===== config.mk =====
export PLATFORM = sky130hd
export DESIGN_NAME = muldiv_unit
export DESIGN_NICKNAME = d
export VERILOG_FILES = /design/src/rtl/muldiv_pkg.sv /design/src/rtl/muldiv_step.sv /design/src/rtl/muldiv_unit.sv
export SDC_FILE = /design/constraint.sdc
export NUM_CORES = 1
export LEC_CHECK = 0
export ABC_AREA = 1
export ABC_CLOCK_PERIOD_IN_PS = 2900
export BUFFER_PORTS_ARGS = -buffer_cell sky130_fd_sc_hd__buf_4
export CAP_MARGIN = 40
export CORE_ASPECT_RATIO = 0.6
export CORE_UTILIZATION = 60
export DETAILED_ROUTE_END_ITERATION = 7
export HOLD_SLACK_MARGIN = 0.08
export PLACE_DENSITY = 0.82
export SLEW_MARGIN = 20
export SYNTH_ARGS = -nofsm -noshare
export SYNTH_HDL_FRONTEND = slang
export SYNTH_SLANG_ARGS = --single-unit

===== constraint.sdc =====
create_clock -name clk -period 2.9 [get_ports clk]
set_clock_uncertainty 0.15 [all_clocks]
set_input_delay 0.435 -clock clk [delete_from_list [all_inputs] [get_ports clk]]
set_output_delay 0.435 -clock clk [all_outputs]
set_load 0.05 [all_outputs]

===== src/rtl/muldiv_pkg.sv =====
// Shared types and constants for the iterative multiply/divide unit.
// Optional divider datapath is controlled by the MULDIV_DIV_EN macro.
package muldiv_pkg;

    localparam int unsigned WIDTH = 32;
    localparam int unsigned ITER  = 32;
    localparam int unsigned CNT_W = $clog2(ITER);

    typedef enum logic [1:0] {
        OP_MULT  = 2'b00,
        OP_MULTU = 2'b01,
        OP_DIV   = 2'b10,
        OP_DIVU  = 2'b11
    } op_e;

    typedef enum logic [1:0] {
        StIdle,
        StCalc,
        StFinish
    } state_e;

    // Absolute value for signed operands, pass-through for unsigned ones.
    function automatic logic [WIDTH-1:0] magnitude(input logic [WIDTH-1:0] v,
                                                  input logic             is_signed);
        return (is_signed && v[WIDTH-1]) ? -v : v;
    endfunction

endpackage


===== src/rtl/muldiv_step.sv =====
// Single-iteration combinational datapath for the multiply/divide unit.
// Multiply: conditional add of the multiplicand into the upper half, then shift right.
// Divide (MULDIV_DIV_EN only): restoring shift-subtract, quotient bits enter at bit 0.
// The accumulator holds {upper, lower} = {partial product, multiplier} for multiply
// and {remainder, dividend/quotient} for divide.
module muldiv_step
    import muldiv_pkg::*;
(
    input  logic               is_div,
    input  logic [2*WIDTH-1:0] acc,
    input  logic [WIDTH-1:0]   opnd,
    output logic [2*WIDTH-1:0] acc_next
);

    logic [WIDTH:0]     mul_sum;
    logic [2*WIDTH-1:0] mul_next;

    // Multiply step: add multiplicand when the current multiplier bit is set, shift right.
    always_comb begin
        mul_sum  = {1'b0, acc[2*WIDTH-1:WIDTH]} + (acc[0] ? {1'b0, opnd} : '0);
        mul_next = {mul_sum, acc[WIDTH-1:1]};
    end

`ifdef MULDIV_DIV_EN
    logic [WIDTH:0]     trial;
    logic [WIDTH:0]     diff;
    logic               fits;
    logic [2*WIDTH-1:0] div_next;

    // Divide step: shift next dividend bit into the remainder, keep the difference if it fits.
    always_comb begin
        trial    = acc[2*WIDTH-1:WIDTH-1];
        fits     = (trial >= {1'b0, opnd});
        diff     = trial - {1'b0, opnd};
        div_next = {(fits ? diff[WIDTH-1:0] : trial[WIDTH-1:0]), acc[WIDTH-2:0], fits};
        acc_next = is_div ? div_next : mul_next;
    end
`else
    // Without a divider the divide select is never raised; hold the accumulator if it is.
    always_comb begin
        acc_next = is_div ? acc : mul_next;
    end
`endif

endmodule


===== src/rtl/muldiv_unit.sv =====
// Iterative multiply/divide unit with architectural HI/LO registers.
// 32 iterations per operation, 33 cycles from start to done.
// Define MULDIV_DIV_EN to include the divider; otherwise DIV/DIVU starts are ignored.
// WIDTH comes from muldiv_pkg; only 32 is supported.
module muldiv_unit
    import muldiv_pkg::*;
(
    input  logic             clk,
    input  logic             rst_n,
    input  logic             start,
    input  logic [1:0]       op,
    input  logic [WIDTH-1:0] srcA,
    input  logic [WIDTH-1:0] srcB,
    input  logic             hiWe,
    input  logic             loWe,
    input  logic [WIDTH-1:0] wdata,
    output logic             busy,
    output logic             done,
    output logic             divByZero,
    output logic [WIDTH-1:0] hi,
    output logic [WIDTH-1:0] lo
);

    localparam logic [CNT_W-1:0] LastIter = CNT_W'(ITER - 1);

    state_e               state_q, state_d;
    logic [CNT_W-1:0]     cnt_q;
    logic [2*WIDTH-1:0]   acc_q;
    logic [2*WIDTH-1:0]   acc_next;
    logic [WIDTH-1:0]     opnd_q;
    logic                 neg_q;
    logic [WIDTH-1:0]     hi_q, lo_q;
    logic                 done_q;

    op_e                  op_sel;
    logic                 signed_op;
    logic                 accept;
    logic [WIDTH-1:0]     mag_a, mag_b;
    logic [2*WIDTH-1:0]   prod;
    logic [WIDTH-1:0]     res_hi, res_lo;
    logic                 step_div;

`ifdef MULDIV_DIV_EN
    logic                 is_div_q;
    logic                 neg_rem_q;
    logic                 dbz_q;
    logic                 dbz_out_q;
    logic [WIDTH-1:0]     quo, rem;
`endif

    // Operand decode and magnitude conversion at launch.
    always_comb begin
        op_sel    = op_e'(op);
        signed_op = (op_sel == OP_MULT) || (op_sel == OP_DIV);
        mag_a     = magnitude(srcA, signed_op);
        mag_b     = magnitude(srcB, signed_op);
`ifdef MULDIV_DIV_EN
        accept    = start && (state_q == StIdle);
        step_div  = is_div_q;
`else
        accept    = start && (state_q == StIdle) && !op[1];
        step_div  = 1'b0;
`endif
    end

    muldiv_step u_step (
        .is_div   (step_div),
        .acc      (acc_q),
        .opnd     (opnd_q),
        .acc_next (acc_next)
    );

    // FSM state register.
    always_ff @(posedge clk) begin
        if (!rst_n) begin
            state_q <= StIdle;
        end else begin
            state_q <= state_d;
        end
    end

    // FSM next-state logic.
    always_comb begin
        state_d = state_q;
        unique case (state_q)
            StIdle:   if (accept) state_d = StCalc;
            StCalc:   if (cnt_q == LastIter) state_d = StFinish;
            StFinish: state_d = StIdle;
            default:  state_d = StIdle;
        endcase
    end

    // Sign fix-up of the finished accumulator into HI/LO values.
    always_comb begin
        prod   = neg_q ? -acc_q : acc_q;
        res_hi = prod[2*WIDTH-1:WIDTH];
        res_lo = prod[WIDTH-1:0];
`ifdef MULDIV_DIV_EN
        quo    = acc_q[WIDTH-1:0];
        rem    = acc_q[2*WIDTH-1:WIDTH];
        if (is_div_q) begin
            // A zero divisor leaves the dividend magnitude in the remainder, so the
            // signed fix-up below returns the original srcA.
            res_lo = dbz_q ? '1 : (neg_q ? -quo : quo);
            res_hi = neg_rem_q ? -rem : rem;
        end
`endif
    end

    // Datapath registers: launch capture, iteration, result write-back and MTHI/MTLO.
    always_ff @(posedge clk) begin
        if (!rst_n) begin
            cnt_q     <= '0;
            acc_q     <= '0;
            opnd_q    <= '0;
            neg_q     <= 1'b0;
            hi_q      <= '0;
            lo_q      <= '0;
            done_q    <= 1'b0;
`ifdef MULDIV_DIV_EN
            is_div_q  <= 1'b0;
            neg_rem_q <= 1'b0;
            dbz_q     <= 1'b0;
            dbz_out_q <= 1'b0;
`endif
        end else begin
            done_q    <= 1'b0;
`ifdef MULDIV_DIV_EN
            dbz_out_q <= 1'b0;
`endif
            case (state_q)
                StIdle: begin
                    if (accept) begin
                        cnt_q <= '0;
                        neg_q <= signed_op && (srcA[WIDTH-1] ^ srcB[WIDTH-1]);
`ifdef MULDIV_DIV_EN
                        is_div_q  <= op[1];
                        neg_rem_q <= signed_op && srcA[WIDTH-1];
                        dbz_q     <= op[1] && (srcB == '0);
                        if (op[1]) begin
                            acc_q  <= {{WIDTH{1'b0}}, mag_a};
                            opnd_q <= mag_b;
                        end else begin
                            acc_q  <= {{WIDTH{1'b0}}, mag_b};
                            opnd_q <= mag_a;
                        end
`else
                        acc_q  <= {{WIDTH{1'b0}}, mag_b};
                        opnd_q <= mag_a;
`endif
                    end else if (!start) begin
                        if (hiWe) hi_q <= wdata;
                        if (loWe) lo_q <= wdata;
                    end
                end
                StCalc: begin
                    acc_q <= acc_next;
                    cnt_q <= cnt_q + CNT_W'(1);
                end
                StFinish: begin
                    hi_q   <= res_hi;
                    lo_q   <= res_lo;
                    done_q <= 1'b1;
`ifdef MULDIV_DIV_EN
                    dbz_out_q <= is_div_q && dbz_q;
`endif
                end
                default: ;
            endcase
        end
    end

    assign busy = (state_q != StIdle);
    assign done = done_q;
    assign hi   = hi_q;
    assign lo   = lo_q;
`ifdef MULDIV_DIV_EN
    assign divByZero = dbz_out_q;
`else
    assign divByZero = 1'b0;
`endif

endmodule


==> results of run 1 <==
[worst max-delay path, stage by stage, from the launching register on]
cell	delay, ns
dfxtp_1	0.38
buf_12	0.21
nand2_1	0.07
inv_1	0.05
ha_1	0.17
inv_1	0.06
fa_1	0.36
inv_1	0.13
nand3_1	0.09
nand3_1	0.20
nand2_1	0.10
nand3_1	0.18
nand3_1	0.13
nand3_1	0.10
nand3_1	0.08
a21oi_1	0.14
[cell families after synthesis]
| kind of cell | count (synthesis) |
|---|---|
| AO/OA/AOI/OAI | 453 |
| XOR/XNOR | 18 |
| adder cells (fa/ha/maj) | 38 |
| buffers and inverters | 410 |
| flip-flops | 169 |
| other | 1 |
| AND/OR/NAND/NOR | 1209 |
[placed cells by master, fill, tap and decap left out, types with 4 or more instances in the layout]
| master | count |
|---|---|
| a21o_1 | 4 |
| a21oi_1 | 214 |
| a21oi_2 | 5 |
| a31oi_1 | 20 |
| buf_12 | 7 |
| buf_4 | 189 |
| clkbuf_16 | 17 |
| dfxtp_1 | 168 |
| ha_1 | 37 |
| inv_1 | 311 |
| inv_2 | 7 |
| nand2_1 | 629 |
| nand2_2 | 9 |
| nand3_1 | 217 |
| nand3_4 | 5 |
| nand3b_1 | 18 |
| nand4_1 | 27 |
| nor2_1 | 255 |
| nor2_2 | 5 |
| nor2_4 | 9 |
| nor3_1 | 14 |
| nor4_1 | 4 |
| o211ai_1 | 6 |
| o21a_1 | 7 |
| o21ai_0 | 142 |
| o21ai_1 | 5 |
| o21ai_2 | 6 |
| o21ai_4 | 4 |
| o21bai_1 | 8 |
| o221ai_1 | 4 |
| o22ai_1 | 16 |
| or2_2 | 9 |
| xnor2_1 | 4 |
| xor2_1 | 14 |
[registers in the layout (all words and copies together) (netlist names)]
name     count
state_q      2
done         1
cnt_q        5
acc_q       64
opnd_q      32
neg_q        1
hi          32
lo          32
[final timing paths]
kind,slack (ns),end,cells after the start
worst max-delay path,0.24,acc_q[59],15
worst min-delay path,0.13,hi[10],3
worst max register to register,0.24,acc_q[59],15
worst min register to register,0.33,cnt_q[3],1
[power groups by stage]
stage | registers [mW] | clock network [mW] | logic [mW]
2_1_floorplan | 2.84 | 0 | 0.994
3_3_place_gp | 2.62 | 0 | 1.77
3_5_place_dp | 2.63 | 0 | 1.80
4_1_cts | 2.58 | 2.42 | 1.81
5_1_grt | 2.60 | 2.52 | 2.00
6_report | 2.59 | 2.45 | 1.87
[area by class of cell]
| cell class | count | area share [%] |
|---|---|---|
| clock inverters | 13 | 1.024 |
| clock buffers | 19 | 2.920 |
| multi-input cells | 1719 | 54.07 |
| flip-flops and latches | 169 | 21.82 |
| repair buffers | 197 | 10.15 |
| inverters | 321 | 7.775 |
| well taps | 279 | 2.250 |
[layer usage]
| layer | global-route usage (%) | wire length, um |
|---|---|---|
| met1 | 65.53 | 21760 |
| met2 | 56.21 | 18810 |
| met3 | 16.42 | 9029 |
| met4 | 8.317 | 797 |
| met5 | 0 | 0 |
==> impl_metrics.ini, run 1 <==
[routing]
drcViolationCount = 0
routedWlPerCell_um = 18.55
ant_nets = 0
num_vias = 16290
viasPerCell = 5.995
finalWirelength_um = 50400
drtIter0Drc = 2685
firstDrtPassIters = 8

[final_layout]
num-fill-cells = 1855
drive_gt1_share_pct = 12.18
final_nets = 2566
area_growth_pct = 15.99
seq_area_sq_um = 3385
stdcell_area_sq_um = 15510
antennaDiodeCount = 0
final_cells = 2717
multiInputGateArea_sq_um = 8387
fin_util_pct = 72.34

[yosys]
synth-edff-count = 0
synth-seq-cells = 169
avgSynthCellArea_sq_um = 5.820
muxShareOfSynthArea_pct = 0
yosys.area.top_type = dfxtp_1
ys.flop_type = dfxtp_1
synth_area_leaders = dfxtp_1 25%, nand2_1 18%, inv_1 8.8%
yosys-top-cells-count = 629 x nand2_1, 312 x inv_1, 256 x nor2_1, 217 x nand3_1, 214 x a21oi_1
synth_cell_types = 53
synth-simple-area-share_pct = 39.02
synth-xor-area-share_pct = 1.179
synth_top_family_by_area = simple AND/OR/NAND/NOR gates
synth.cell_area_sq_um = 13370
synth_seq_area_share_pct = 25.30
ys_async_sr_fraction_pct = 0
ys.warnings.count = 0
synth_compound_area_share_pct = 18.79
synth_most_common_cell = nand2_1
yosysTopAreaCellShare_pct = 25.30
synth_fp_nets = 2439
syn_inst = 2298
synth_adder_area_share_pct = 3.611

[setup_path]
worstPathMaxFanout = 32
worstPathRequired_ns = 3.13
critPathKind = flip-flop to flip-flop
worstSetupStartpoint = acc_q[0]
cp-end-kind = flip-flop
r2r-start = acc_q[0]
start_kind = flip-flop
crit_arrival_ns = 2.90

[clock_tree]
cts_tree = built
root_buffer = clkbuf_16
cts_hold_buffers = 0
cts.clk_slew.worst_paths_ns = 0.07
clockBufferDepth = 2
cts_setup_buffers = 0
cts-htree-levels = 4
cts_resized = 0
cts_sinks = 169
cts-buffers-inserted = 17
insertion_delay_ns = 0.45

[floorplan]
initial_core_util_pct = 62.37
die_w_um = 194.7
die-height_um = 117.6
rows = 41
core_area_sq_um = 21440
ios = 170
dieArea_sq_um = 22910

[placed_design]
dp_hpwl_um = 39040
port_buffers = 168
placedCellCount = 2684
pre_cts_ws_ns = 0.3399
placed_area_sq_um = 14890
finalWeightedCongestion = 1.117

[global_routing]
grt_first_pass_wirelength_um = 77290
overflow = 0
first_global_vias = 14080
grt.total_usage_pct = 43.12
grt_start_max_net_pins = 102
antenna_found_initial = 0

[sta]
fin_tns_setup_ns = 0
rsz0062_at_grt = false
timing.fmax_mhz = 375.6
finalHoldViolCount = 0
drv_slew = 0
timing.hold.ws_ns = 0.1255
min_period_ns = 2.662
slew_headroom_pct = 44.19
finalSetupViolations = 0
finalCritPeriodShare_pct = 91.80
tightest_slew_ns = 0.8371
fin_ws_ns = 0.2378

[run]
cap_violations = 0

[power_and_ir_drop]
peakVddDrop_v = 0.0004464
power.density_nw_per_um2 = 445.3
power_frac_clock_pct = 35.5
p_int_mw = 4.386
finalPower_mw = 6.908
p_leak_nw = 7.980
netSwitchingPower_mw = 2.522
swShare_pct = 36.50
p_seq_share_pct = 37.5
comb_power_share_pct = 27.0

[worst_hold_path]
hp-class = input port to flip-flop
min_from = wdata[10]

[status]
status = finished clean
Power figures use the tool's default switching activity.
==> inputs of run 2 (changes only) <==
--- a/config.mk
+++ b/config.mk
@@ -7,7 +7,7 @@
 export LEC_CHECK = 0
 export ABC_AREA = 1
 export ABC_CLOCK_PERIOD_IN_PS = 2900
-export BUFFER_PORTS_ARGS = -buffer_cell sky130_fd_sc_hd__buf_4
+export BUFFER_PORTS_ARGS = -buffer_cell sky130_fd_sc_hd__buf_2
 export CAP_MARGIN = 40
 export CORE_ASPECT_RATIO = 0.6
 export CORE_UTILIZATION = 60
==> run 2 against run 1 <==
Against the previous run:
- the run now ends with DRC left
- wire length rose by 0.61%
- cell count barely moved
- count of clock-buffer cells in the layout did not move
- first-iteration DRC count fell by 15%
- non-clock buffer count fell by 1
- global-route usage rose by 0.35 points
- cell area fell by 2.8%
- critical path type unchanged
- critical endpoint is now acc_q[53]
- highest routed layer is now met5
==> impl_metrics.ini, run 2 (synthesized netlist as in run 1, its figures left out) <==
[status]
status = complete, but fails checks
violations = DRC

[sta]
finalHoldViolCount = 0
fin_tns_setup_ns = 0
tightest_slew_ns = 0.7583
timing.fmax_mhz = 377.7
timing.hold.ws_ns = 0.1154
slew_headroom_pct = 49.13
min_period_ns = 2.647
rsz0062_at_grt = false
drv_slew = 0
finalSetupViolations = 0
finalCritPeriodShare_pct = 91.29

[routing]
ant_nets = 0
drtIter0Drc = 2290
viasPerCell = 5.979
routedWlPerCell_um = 18.67
num_vias = 16240
finalWirelength_um = 50700
firstDrtPassIters = 8
drcViolationCount = 2

[final_layout]
final_nets = 2565
mostFrequentLayoutCells = 629 x nand2_1, 311 x inv_1, 255 x nor2_1, 216 x nand3_1, 214 x a21oi_1
largest-register = acc_q
drive_gt1_share_pct = 12.15
largest_reg_flops = 64
num-fill-cells = 1908
stdcell_area_sq_um = 15070
final_cells = 2716
antennaDiodeCount = 0
fin_util_pct = 70.29
area_growth_pct = 12.70
final_common_cell = nand2_1

[setup_path]
crit_arrival_ns = 2.88
worstPathMaxFanout = 35
worstPathRequired_ns = 3.13
cp-end-kind = flip-flop
crit_path_frequent_cell = nand2_1
cp_top_family = simple AND/OR/NAND/NOR gates
r2r_end = acc_q[53]
crit_buf_inv = 4
max_stage_delay_ns = 0.38
critPathKind = flip-flop to flip-flop
slowest_stage = dfxtp_1
reg2regPathDepth = 15
reg2reg_slack_ns = 0.25
start_kind = flip-flop
path_cells = buf_12 -> nand2_1 -> inv_1 -> ha_1 -> inv_1 -> fa_1 -> inv_1 -> nand2_1 -> nand3_1 -> nand2_1 -> nand2_1 -> nand2_1 -> nand3b_1 -> nand3_1 -> a21oi_1
r2r-start = acc_q[0]

[power_and_ir_drop]
power.density_nw_per_um2 = 446.9
p_leak_nw = 7.860
peakVddDrop_v = 0.0003657

[floorplan]
die_w_um = 194.7
ios = 170
core_area_sq_um = 21440
die-height_um = 117.6
dieArea_sq_um = 22910
rows = 41
initial_core_util_pct = 62.37

[clock_tree]
cts_setup_buffers = 0
root_buffer = clkbuf_16
cts-htree-levels = 4
cts.clk_slew.worst_paths_ns = 0.07
clockBufferDepth = 2
insertion_delay_ns = 0.45
cts-buffers-inserted = 17
cts_tree = built
cts_sinks = 169

[run]
cap_violations = 0

[global_routing]
grt.total_usage_pct = 43.47
overflow = 0
antenna_found_initial = 1
grt_start_max_net_pins = 102
first_global_vias = 13960
grt_first_pass_wirelength_um = 77300

[placed_design]
placedCellCount = 2682
port_buffers = 168
dp_hpwl_um = 39070
placed_area_sq_um = 14430
finalWeightedCongestion = 1.102

[worst_hold_path]
hp-class = input port to flip-flop
min_from = srcA[1]
min_path_cells = 3
hold_end = opnd_q[1]
run 2: how the worst max path moves through the flow:
stage	start	end	slack [ns]	cells after the start
6_report	acc_q[0]	acc_q[53]	0.25	15
5_1_grt	acc_q[0]	acc_q[53]	0.08	15
4_1_cts	acc_q[0]	acc_q[59]	0.29	15
3_5_place_dp	op[0]	opnd_q[29]	0.27	10
3_3_place_gp	op[0]	opnd_q[29]	0.33	10
2_1_floorplan	acc_q[0]	acc_q[55]	0.48	17
run 2: layout make-up:
class / count / area (sq um) / share of cell area [%]
Clock inverter: 13 / 145.1 / 0.9629
Inverter: 321 / 1206 / 8.002
Clock buffer: 19 / 442.9 / 2.938
Multi-Input combinational cell: 1719 / 8392 / 55.67
Sequential cell: 169 / 3385 / 22.45
Tap cell: 279 / 349.1 / 2.316
Timing Repair Buffer: 196 / 1154 / 7.653
run 2: report_power, final:
part	internal, mW	switching (mW)	total (mW)
sequential	2.46	0.124	2.59
combinational	0.502	1.29	1.80
clock	1.30	1.06	2.36
run 2: layer usage:
layer / GRT usage (%) / wire length (um) / vias to the layer above / share of wire [%]
met4: 8.760 / 856 / 6 / 1.7
met1: 64.84 / 22050 / 7273 / 43
met3: 19.20 / 9028 / 73 / 18
met2: 55.31 / 18580 / 1195 / 37
li1: - / - / 7693 / -
met5: 5.882 / 185 / - / 0.36
run 2: timing repair:
item,in CTS,in global routing
setup endpoints to repair,0,1
hold buffers,0,0
hold endpoints to repair,0,0
gates resized for setup,0,1
run 2: worst min-delay path, stage by stage:
cell	delay, ns
buf_2	0.10
nand2_1	0.06
a31oi_1	0.07
run 2: metrics by stage:
step                      setup WS [ns]  total power [mW]
after global placement           0.3321             4.303
after global routing            0.07990             6.949
after floorplan                  0.4842             3.836
after CTS                        0.2932             6.644
after detailed placement         0.2717             4.341
final                            0.2526             6.736
